[src/rtl/alu_arbiter_pkg.sv]
// Shared definitions for the ALU arbiter: controller states, BPF ALU opcodes
// and the captured-operand record.
package alu_arbiter_pkg;

    typedef enum logic [1:0] {
        ST_IDLE  = 2'd0,
        ST_ISSUE = 2'd1,
        ST_WAIT  = 2'd2
    } arb_state_t;

    localparam logic [3:0] ALU_ADD = 4'h0;
    localparam logic [3:0] ALU_SUB = 4'h1;
    localparam logic [3:0] ALU_MUL = 4'h2;
    localparam logic [3:0] ALU_DIV = 4'h3;
    localparam logic [3:0] ALU_OR  = 4'h4;
    localparam logic [3:0] ALU_AND = 4'h5;
    localparam logic [3:0] ALU_LSH = 4'h6;
    localparam logic [3:0] ALU_RSH = 4'h7;
    localparam logic [3:0] ALU_NEG = 4'h8;
    localparam logic [3:0] ALU_MOD = 4'h9;
    localparam logic [3:0] ALU_XOR = 4'hA;

    typedef struct packed {
        logic [31:0] a;
        logic [31:0] b;
        logic [3:0]  sel;
    } alu_op_t;

endpackage

[src/rtl/alu_arbiter_rr_pick.sv]
// Combinational round-robin picker: first requesting index at or after ptr,
// searching with wrap-around, returned both one-hot and encoded.
module alu_arbiter_rr_pick #(
    parameter int N_REQ = 2,
    parameter int PW    = $clog2(N_REQ)
) (
    input  logic [N_REQ-1:0] req,
    input  logic [PW-1:0]    ptr,
    output logic [N_REQ-1:0] gnt,
    output logic [PW-1:0]    idx,
    output logic             any
);

    int j;

    always_comb begin
        idx = '0;
        j   = 0;
        // Walk the ring backwards so the candidate closest to ptr is written last.
        for (int k = N_REQ - 1; k >= 0; k--) begin
            j = int'(ptr) + k;
            if (j >= N_REQ) j = j - N_REQ;
            if (req[j]) idx = PW'(j);
        end
        any = |req;
        gnt = any ? (N_REQ'(1) << idx) : '0;
    end

endmodule

[src/rtl/alu_arbiter.sv]
// Round-robin arbiter/sequencer sharing one registered BPF ALU among N_REQ
// requesters; one operation in flight, IDLE -> ISSUE -> WAIT -> IDLE.
module alu_arbiter
    import alu_arbiter_pkg::*;
#(
    parameter int N_REQ = 2,
    parameter bit PESS  = 1'b0
) (
    input  logic                clk,
    input  logic                rst_n,
    input  logic [N_REQ-1:0]    req_en,
    input  logic [N_REQ*32-1:0] req_A,
    input  logic [N_REQ*32-1:0] req_B,
    input  logic [N_REQ*4-1:0]  req_sel,
    output logic [N_REQ-1:0]    req_gnt,
    output logic [N_REQ-1:0]    rsp_vld,
    input  logic [N_REQ-1:0]    rsp_ack,
    output logic [31:0]         rsp_out,
    output logic                rsp_eq,
    output logic                rsp_gt,
    output logic                rsp_ge,
    output logic                rsp_set,
    output logic [31:0]         alu_A,
    output logic [31:0]         alu_B,
    output logic [3:0]          alu_sel,
    output logic                alu_en,
    input  logic [31:0]         alu_out,
    input  logic                alu_eq,
    input  logic                alu_gt,
    input  logic                alu_ge,
    input  logic                alu_set,
    input  logic                alu_vld,
    output logic                alu_ack
);

    localparam int PW = $clog2(N_REQ);

    logic [N_REQ-1:0][31:0] a_arr;
    logic [N_REQ-1:0][31:0] b_arr;
    logic [N_REQ-1:0][3:0]  sel_arr;

    arb_state_t       state, state_nxt;
    logic [PW-1:0]    rr_ptr, owner, pick_idx;
    logic [N_REQ-1:0] pick_gnt, owner_oh;
    logic             pick_any, take, wait_vld;
    alu_op_t          op_q;

    assign a_arr   = req_A;
    assign b_arr   = req_B;
    assign sel_arr = req_sel;

    alu_arbiter_rr_pick #(.N_REQ(N_REQ), .PW(PW)) u_rr_pick (
        .req (req_en),
        .ptr (rr_ptr),
        .gnt (pick_gnt),
        .idx (pick_idx),
        .any (pick_any)
    );

    // Gating with rst_n keeps the combinational grant quiet while reset is held.
    assign take     = rst_n && (state == ST_IDLE) && pick_any;
    assign wait_vld = (state == ST_WAIT) && alu_vld;
    assign owner_oh = N_REQ'(1) << owner;

    assign alu_A   = op_q.a;
    assign alu_B   = op_q.b;
    assign alu_sel = op_q.sel;
    assign alu_en  = (state == ST_ISSUE);

    always_comb begin
        state_nxt = state;
        case (state)
            ST_IDLE:  if (take) state_nxt = ST_ISSUE;
            ST_ISSUE: state_nxt = ST_WAIT;
            ST_WAIT:  if (alu_ack) state_nxt = ST_IDLE;
            default:  state_nxt = ST_IDLE;
        endcase
    end

    always_ff @(posedge clk) begin
        if (!rst_n) begin
            state  <= ST_IDLE;
            rr_ptr <= '0;
            owner  <= '0;
            op_q   <= '0;
        end else begin
            state <= state_nxt;
            if (take) begin
                owner    <= pick_idx;
                rr_ptr   <= (pick_idx == PW'(N_REQ - 1)) ? '0 : pick_idx + PW'(1);
                op_q.a   <= a_arr[pick_idx];
                op_q.b   <= b_arr[pick_idx];
                op_q.sel <= sel_arr[pick_idx];
            end
        end
    end

    generate
        if (PESS) begin : g_pess
            logic [N_REQ-1:0] gnt_q, vld_q;
            logic [31:0]      out_q;
            logic [3:0]       flg_q;

            // vld_q holds only the owner bit, so a non-owner ack can never match.
            assign alu_ack = wait_vld && |(vld_q & rsp_ack);
            assign req_gnt = gnt_q;
            assign rsp_vld = vld_q;
            assign rsp_out = out_q;
            assign {rsp_eq, rsp_gt, rsp_ge, rsp_set} = flg_q;

            always_ff @(posedge clk) begin
                if (!rst_n) begin
                    gnt_q <= '0;
                    vld_q <= '0;
                    out_q <= '0;
                    flg_q <= '0;
                end else begin
                    gnt_q <= take ? pick_gnt : '0;
                    vld_q <= (wait_vld && !alu_ack) ? owner_oh : '0;
                    if (wait_vld) begin
                        out_q <= alu_out;
                        flg_q <= {alu_eq, alu_gt, alu_ge, alu_set};
                    end
                end
            end
        end else begin : g_comb
            assign alu_ack = wait_vld && rsp_ack[owner];
            assign req_gnt = take ? pick_gnt : '0;
            assign rsp_vld = wait_vld ? owner_oh : '0;
            assign rsp_out = alu_out;
            assign {rsp_eq, rsp_gt, rsp_ge, rsp_set} = {alu_eq, alu_gt, alu_ge, alu_set};
        end
    endgenerate

endmodule

[config.mk]
export PLATFORM = sky130hd
export DESIGN_NAME = alu_arbiter
export DESIGN_NICKNAME = d
export VERILOG_FILES = /design/src/rtl/alu_arbiter_pkg.sv /design/src/rtl/alu_arbiter_rr_pick.sv /design/src/rtl/alu_arbiter.sv
export SDC_FILE = /design/constraint.sdc
export NUM_CORES = 1
export LEC_CHECK = 0
export BUFFER_PORTS_ARGS = -buffer_cell sky130_fd_sc_hd__buf_2
export CAP_MARGIN = 30
export CORE_AREA = 2 2 113 115
export CTS_CLUSTER_SIZE = 40
export DETAILED_ROUTE_END_ITERATION = 8
export DIE_AREA = 0 0 115 117
export PLACE_DENSITY = 0.63
export RECOVER_POWER = 50
export SYNTH_ARGS = -nofsm -noshare
export SYNTH_HDL_FRONTEND = slang
export SYNTH_SLANG_ARGS = --single-unit
[constraint.sdc]
create_clock -name clk -period 1.6 [get_ports clk]
set_clock_uncertainty 0.1 [all_clocks]
set_input_delay 0.16 -clock clk [delete_from_list [all_inputs] [get_ports clk]]
set_output_delay 0.16 -clock clk [all_outputs]
set_load 0.005 [all_outputs]
Word level (Yosys, flattened, before mapping). Index checks and enable logic that the tools add are counted.

Register bits after elaboration: 72. Bits in latches: 0. Bits in writable memories: 0. Bits in read-only memories: 0. Input port bits: 179. Output and inout port bits: 110. Word-level logic and storage cells: 54. Memories kept: 0.

Add/subtract/negate cells: 4. $mul: 0. Divide/modulo/power cells: 0. Order comparisons: 6. Equal/unequal tests: 4. Shift operators: 2. Multiplexer cells: 25. Bitwise operators: 0. Reduce and logical (&&, ||, !) cells: 7.

Operator list (count): 32-bit two-way mux (6); 32-bit by 3-bit < comparator with 1-bit output (second input constant) (2); 32-bit by 3-bit >= comparator with 1-bit output (second input constant) (1); 32-bit by 3-bit subtractor with 32-bit output (second input constant) (1); 1-bit two-way mux (11); 2-bit two-way mux (5); 4-bit two-way mux (2); 2-bit case mux with 3 select lines (1); 1-bit logical AND (4); 1-bit by 2-bit < comparator with 1-bit output (second input constant) (2); 2-bit != test (second input constant) (2); 1-bit by 1-bit left shift with 2-bit output (first input constant) (2); 1-bit by 2-bit subtractor with 3-bit output (second input constant) (1); 1-bit by 1-bit adder with 2-bit output (second input constant) (1); 2-bit by 1-bit equality test with 1-bit output (second input constant) (1); 2-bit equality test (second input constant) (1); 1-bit by 2-bit >= comparator with 1-bit output (second input constant) (1); 2-bit logical NOT (1); 2-bit AND reduction (1); 2-bit OR reduction (1); 1-bit adder (second input constant) (1).

Longest topological paths before layout.
Word-level depth: 11. Gate-level depth with buffers: 7. Gate-level depth less buffers: 3.

Modules after synthesis. A second synthesis with hierarchy kept.

Cells, all modules: 367. Area, all modules: 3712.3 µm².

Modules (own cells, without submodules): alu_arbiter (times used 1, cells each 362, area each 3679.8 µm², sequential area each 1441.4 µm²); alu_arbiter_rr_pick (times used 1, cells each 5, area each 32.5 µm², sequential area each 0.0 µm²).

Worst setup path after synthesis. Ideal clock, no wire load.

Path kind: register to register. Start: reg state[1]. End: reg op_q, in the netlist alu_B[10]. Setup time: 122 ps. Arrival: 1317 ps. Data required time: 1378 ps. Path slack: 61 ps. Cell stages (with the launch flop): 7. Path buffers: 3. Period minus slack after synthesis: 1539 ps. Cell sequence: dfxtp_1 -> nor2_1 -> and4_4 -> buf_6 -> buf_6 -> buf_6 -> a221o_1.

Word-level cells in the longest chain between the ends: 3.

RTL lines: from (decl) (line alu_arbiter.sv:42) `arb_state_t state, state_nxt;`; from (signal assigned) (line alu_arbiter.sv:87) `state <= state_nxt;`; 2-bit logical NOT (line alu_arbiter.sv:61) `assign take = rst_n && (state == ST_IDLE) && pick_any;`; 1-bit logical AND (2 in a row) (line alu_arbiter.sv:61); to (decl) (line alu_arbiter.sv:46) `alu_op_t op_q;`.

Every way passes these cells. A chain may end at the register's enable or synchronous reset.

Final worst setup path.
Start: reg state[1]. End: reg op_q, in the netlist alu_B[18].

The elaborated chain is that of the path after synthesis.

==> impl_metrics.json <==
{
  "syn_to_final_growth_pct": 64.1,
  "antenna_found_initial": 0,
  "r2r_cells": 6,
  "finalWeightedCongestion": 0.757,
  "relSlewSlack_pct": 65.3,
  "setup.worst_path.end_class": "register",
  "finalWirelength_um": 12800,
  "synth_seq_cells": 72,
  "synth_fa_ha_area_share_pct": 0,
  "synth_top_family_by_area": "compound AO/OA/AOI/OAI gates",
  "critPathLaunchType": "register",
  "vdd_drop_max_mv": 0.440,
  "dieHeight_um": 117,
  "pin_count": 289,
  "grt_pass1_vias": 3680,
  "critical_path_peak_fanout": 15,
  "drt_iter0_drc": 233,
  "synth_cells": 375,
  "startpoint": "state[1]$_SDFFE_PN0P_",
  "slew_viol_final": 0,
  "finalHoldViolations": 0,
  "fin_nets": 795,
  "cts.clk_slew.worst_paths_ns": 0.06,
  "drt_first_pass_iters": 5,
  "rrSetupSlack_ns": -0.1,
  "grt_pass1_wl_um": 18200,
  "ys.warnings.count": 0,
  "finalCriticalPeriod_ns": 1.70,
  "grt_start_max_net_pins": 50,
  "post-place-ws_ns": -0.0107,
  "power_density_nw_per_um2": 988,
  "ys_seq_area_share_pct": 42.5,
  "row_count": 41,
  "rsz0062_at_grt": "yes",
  "htreeDepth": 3,
  "drive_gt1_share_pct": 44.5,
  "synth_area_per_cell_um2": 9.04,
  "synth_nets": 554,
  "fin_cells": 770,
  "min-delay-start": "req_en[0]",
  "gr-total-overflow": 0,
  "start_util_pct": 27.5,
  "wl_per_cell_um": 16.6,
  "numCtsBuffers": 9,
  "setup_viol": 20,
  "postRouteAntennaNets": 0,
  "io_buffers": 216,
  "status": "finished, violations left",
  "timing.rr.end": "alu_B[18]$_SDFFE_PN0P_",
  "nFillCells": 1161,
  "synth_compound_area_share_pct": 21.3,
  "regArea_um2": 1440,
  "endpoint": "alu_B[18]$_SDFFE_PN0P_",
  "critPathRequiredTime_ns": 1.71,
  "p_leak_nw": 2.62,
  "die_area_um2": 13500,
  "placed_area_um2": 4340,
  "hold_path_class": "input port to register",
  "power_mw": 5.49,
  "synth_area_um2": 3390,
  "cts.root.buffer_cell": "clkbuf_16",
  "diodes": 0,
  "cp.arrival_ns": 1.81,
  "cts_tree": "yes",
  "worstReg2RegStart": "state[1]$_SDFFE_PN0P_",
  "clockBufferDepth": 2,
  "fin_crit_sh_pct": 106,
  "yosys.area_share.simple_pct": 20.7,
  "worst-setup-path-type": "register to register",
  "fp.dieW_um": 115,
  "place_hpwl_um": 7930,
  "multiInputGateArea_um2": 1600,
  "cts.sinks": 72,
  "core_area_um2": 12300,
  "yosys.area_share.xor_xnor_pct": 0,
  "muxShareOfSynthArea_pct": 0.295,
  "max_freq_mhz": 589,
  "synth_cell_type_count": 23,
  "grt_usage_pct": 17.2,
  "violations": "setup timing",
  "worstSkewPairLatency_ns": 0.32,
  "dp_cells": 681,
  "vias_per_cell": 5.11,
  "holdWs_ns": 0.0531,
  "worst_slew_pin_slew_ns": 0.521,
  "design_area_um2": 5560,
  "via_count": 3936,
  "cap_violations": 0,
  "setup_ws_ns": -0.0976,
  "drc": 0
}
[kinds of logic (layout without fill, tap and decap cells)]
| family | after synthesis | count (layout) |
|---|---|---|
| AND/OR/NAND/NOR | 153 | 153 |
| buffers and inverters | 75 | 320 |
| AO/OA/AOI/OAI | 74 | 74 |
| flip-flops | 72 | 72 |
| multiplexers | 1 | 1 |
[sequential cells by signal, summed over array words and instances, names as in the netlist]
signal	count
rr_ptr	1
alu_sel	4
alu_A	32
owner	1
state	2
alu_B	32
[worst min-delay path by stage]
| stage | cells past startpoint | end | slack, ns |
|---|---|---|---|
| 3_3_place_gp | 0 | rsp_out[10] | 0.22 |
| 5_1_grt | 3 | state[0]$_SDFFE_PN0P_ | 0.06 |
| 2_1_floorplan | 2 | state[1]$_SDFFE_PN0P_ | 0.17 |
| 4_1_cts | 3 | state[0]$_SDFFE_PN0P_ | 0.03 |
| 6_report | 3 | state[0]$_SDFFE_PN0P_ | 0.05 |
| 3_5_place_dp | 0 | rsp_out[10] | 0.22 |
[worst max-delay path, stage by stage (launching register included)]
cell,delay [ns]
dfxtp_1,0.34
buf_4,0.16
nor2_4,0.05
and4_4,0.15
buf_4,0.15
bufbuf_16,0.28
a221o_1,0.36
[synthesized netlist by cell type (all sizes together)]
master | instances | area share [%]
o31ai | 1 | 0.22
o21ai | 1 | 0.15
or3b | 1 | 0.26
nor3b | 1 | 0.55
and3 | 1 | 0.18
dfxtp | 72 | 43
nor2 | 6 | 0.66
buf | 56 | 13
o21a | 1 | 0.22
nand3b | 1 | 0.22
nor2b | 3 | 0.55
and4 | 1 | 0.33
mux2i | 1 | 0.30
o31a | 1 | 0.26
nor3 | 68 | 10
a21boi | 1 | 0.22
nand2 | 71 | 7.9
clkbuf | 19 | 2.1
a221o | 68 | 20
a21oi | 1 | 0.15
[per-stage QoR]
stage	TNS, ns	utilization (%)
6_report	-1.29	45.2
5_1_grt	-2.88	45.2
4_1_cts	-1.08	44.0
3_5_place_dp	-0.0184	35.2
3_3_place_gp	0	35.2
2_1_floorplan	0	-
[final cells by class]
class | instances | area share (%)
Clock buffer | 11 | 4.36
Clock inverter | 4 | 0.810
Multi-Input combinational cell | 228 | 28.8
Sequential cell | 72 | 25.9
Tap cell | 150 | 3.37
Timing Repair Buffer | 305 | 36.8
[routing by layer]
metal / GRT usage, % / vias up / wire length, um
met3: 5.05 / 26 / 1000
met1: 19.2 / 1850 / 5070
met5: 0 / - / 0
li1: - / 1838 / -
met4: 5.70 / 0 / 211
met2: 31.6 / 222 / 6490
[repair_timing]
item | CTS | global route
endpoints found under the hold margin | 68 | 0
pin swaps | 3 | 3
endpoints found under the setup margin | 8 | 71
hold buffers | 68 | 0
cloned | 2 | 0
gates resized for setup | 6 | 30
setup buffers | 4 | 0
[where the power goes]
part	total (mW)	internal, mW	switching, mW
clock	1.97	1.23	0.738
combinational	1.38	0.735	0.643
sequential	2.14	2.02	0.127
[layout by cell type (no fill, tap or decap), types with 2 or more instances in the layout]
cell	count
dfxtp_1	71
buf_6	3
nor3_2	19
a221o_1	68
dlygate4sd3_1	68
nor2b_1	2
clkinv_2	3
buf_12	6
nand2_1	71
nor2_1	5
buf_2	211
buf_4	10
clkbuf_1	6
clkbuf_16	9
nor3_1	45
nor3_4	4
Note: power is estimated with default switching activity, not from simulation.
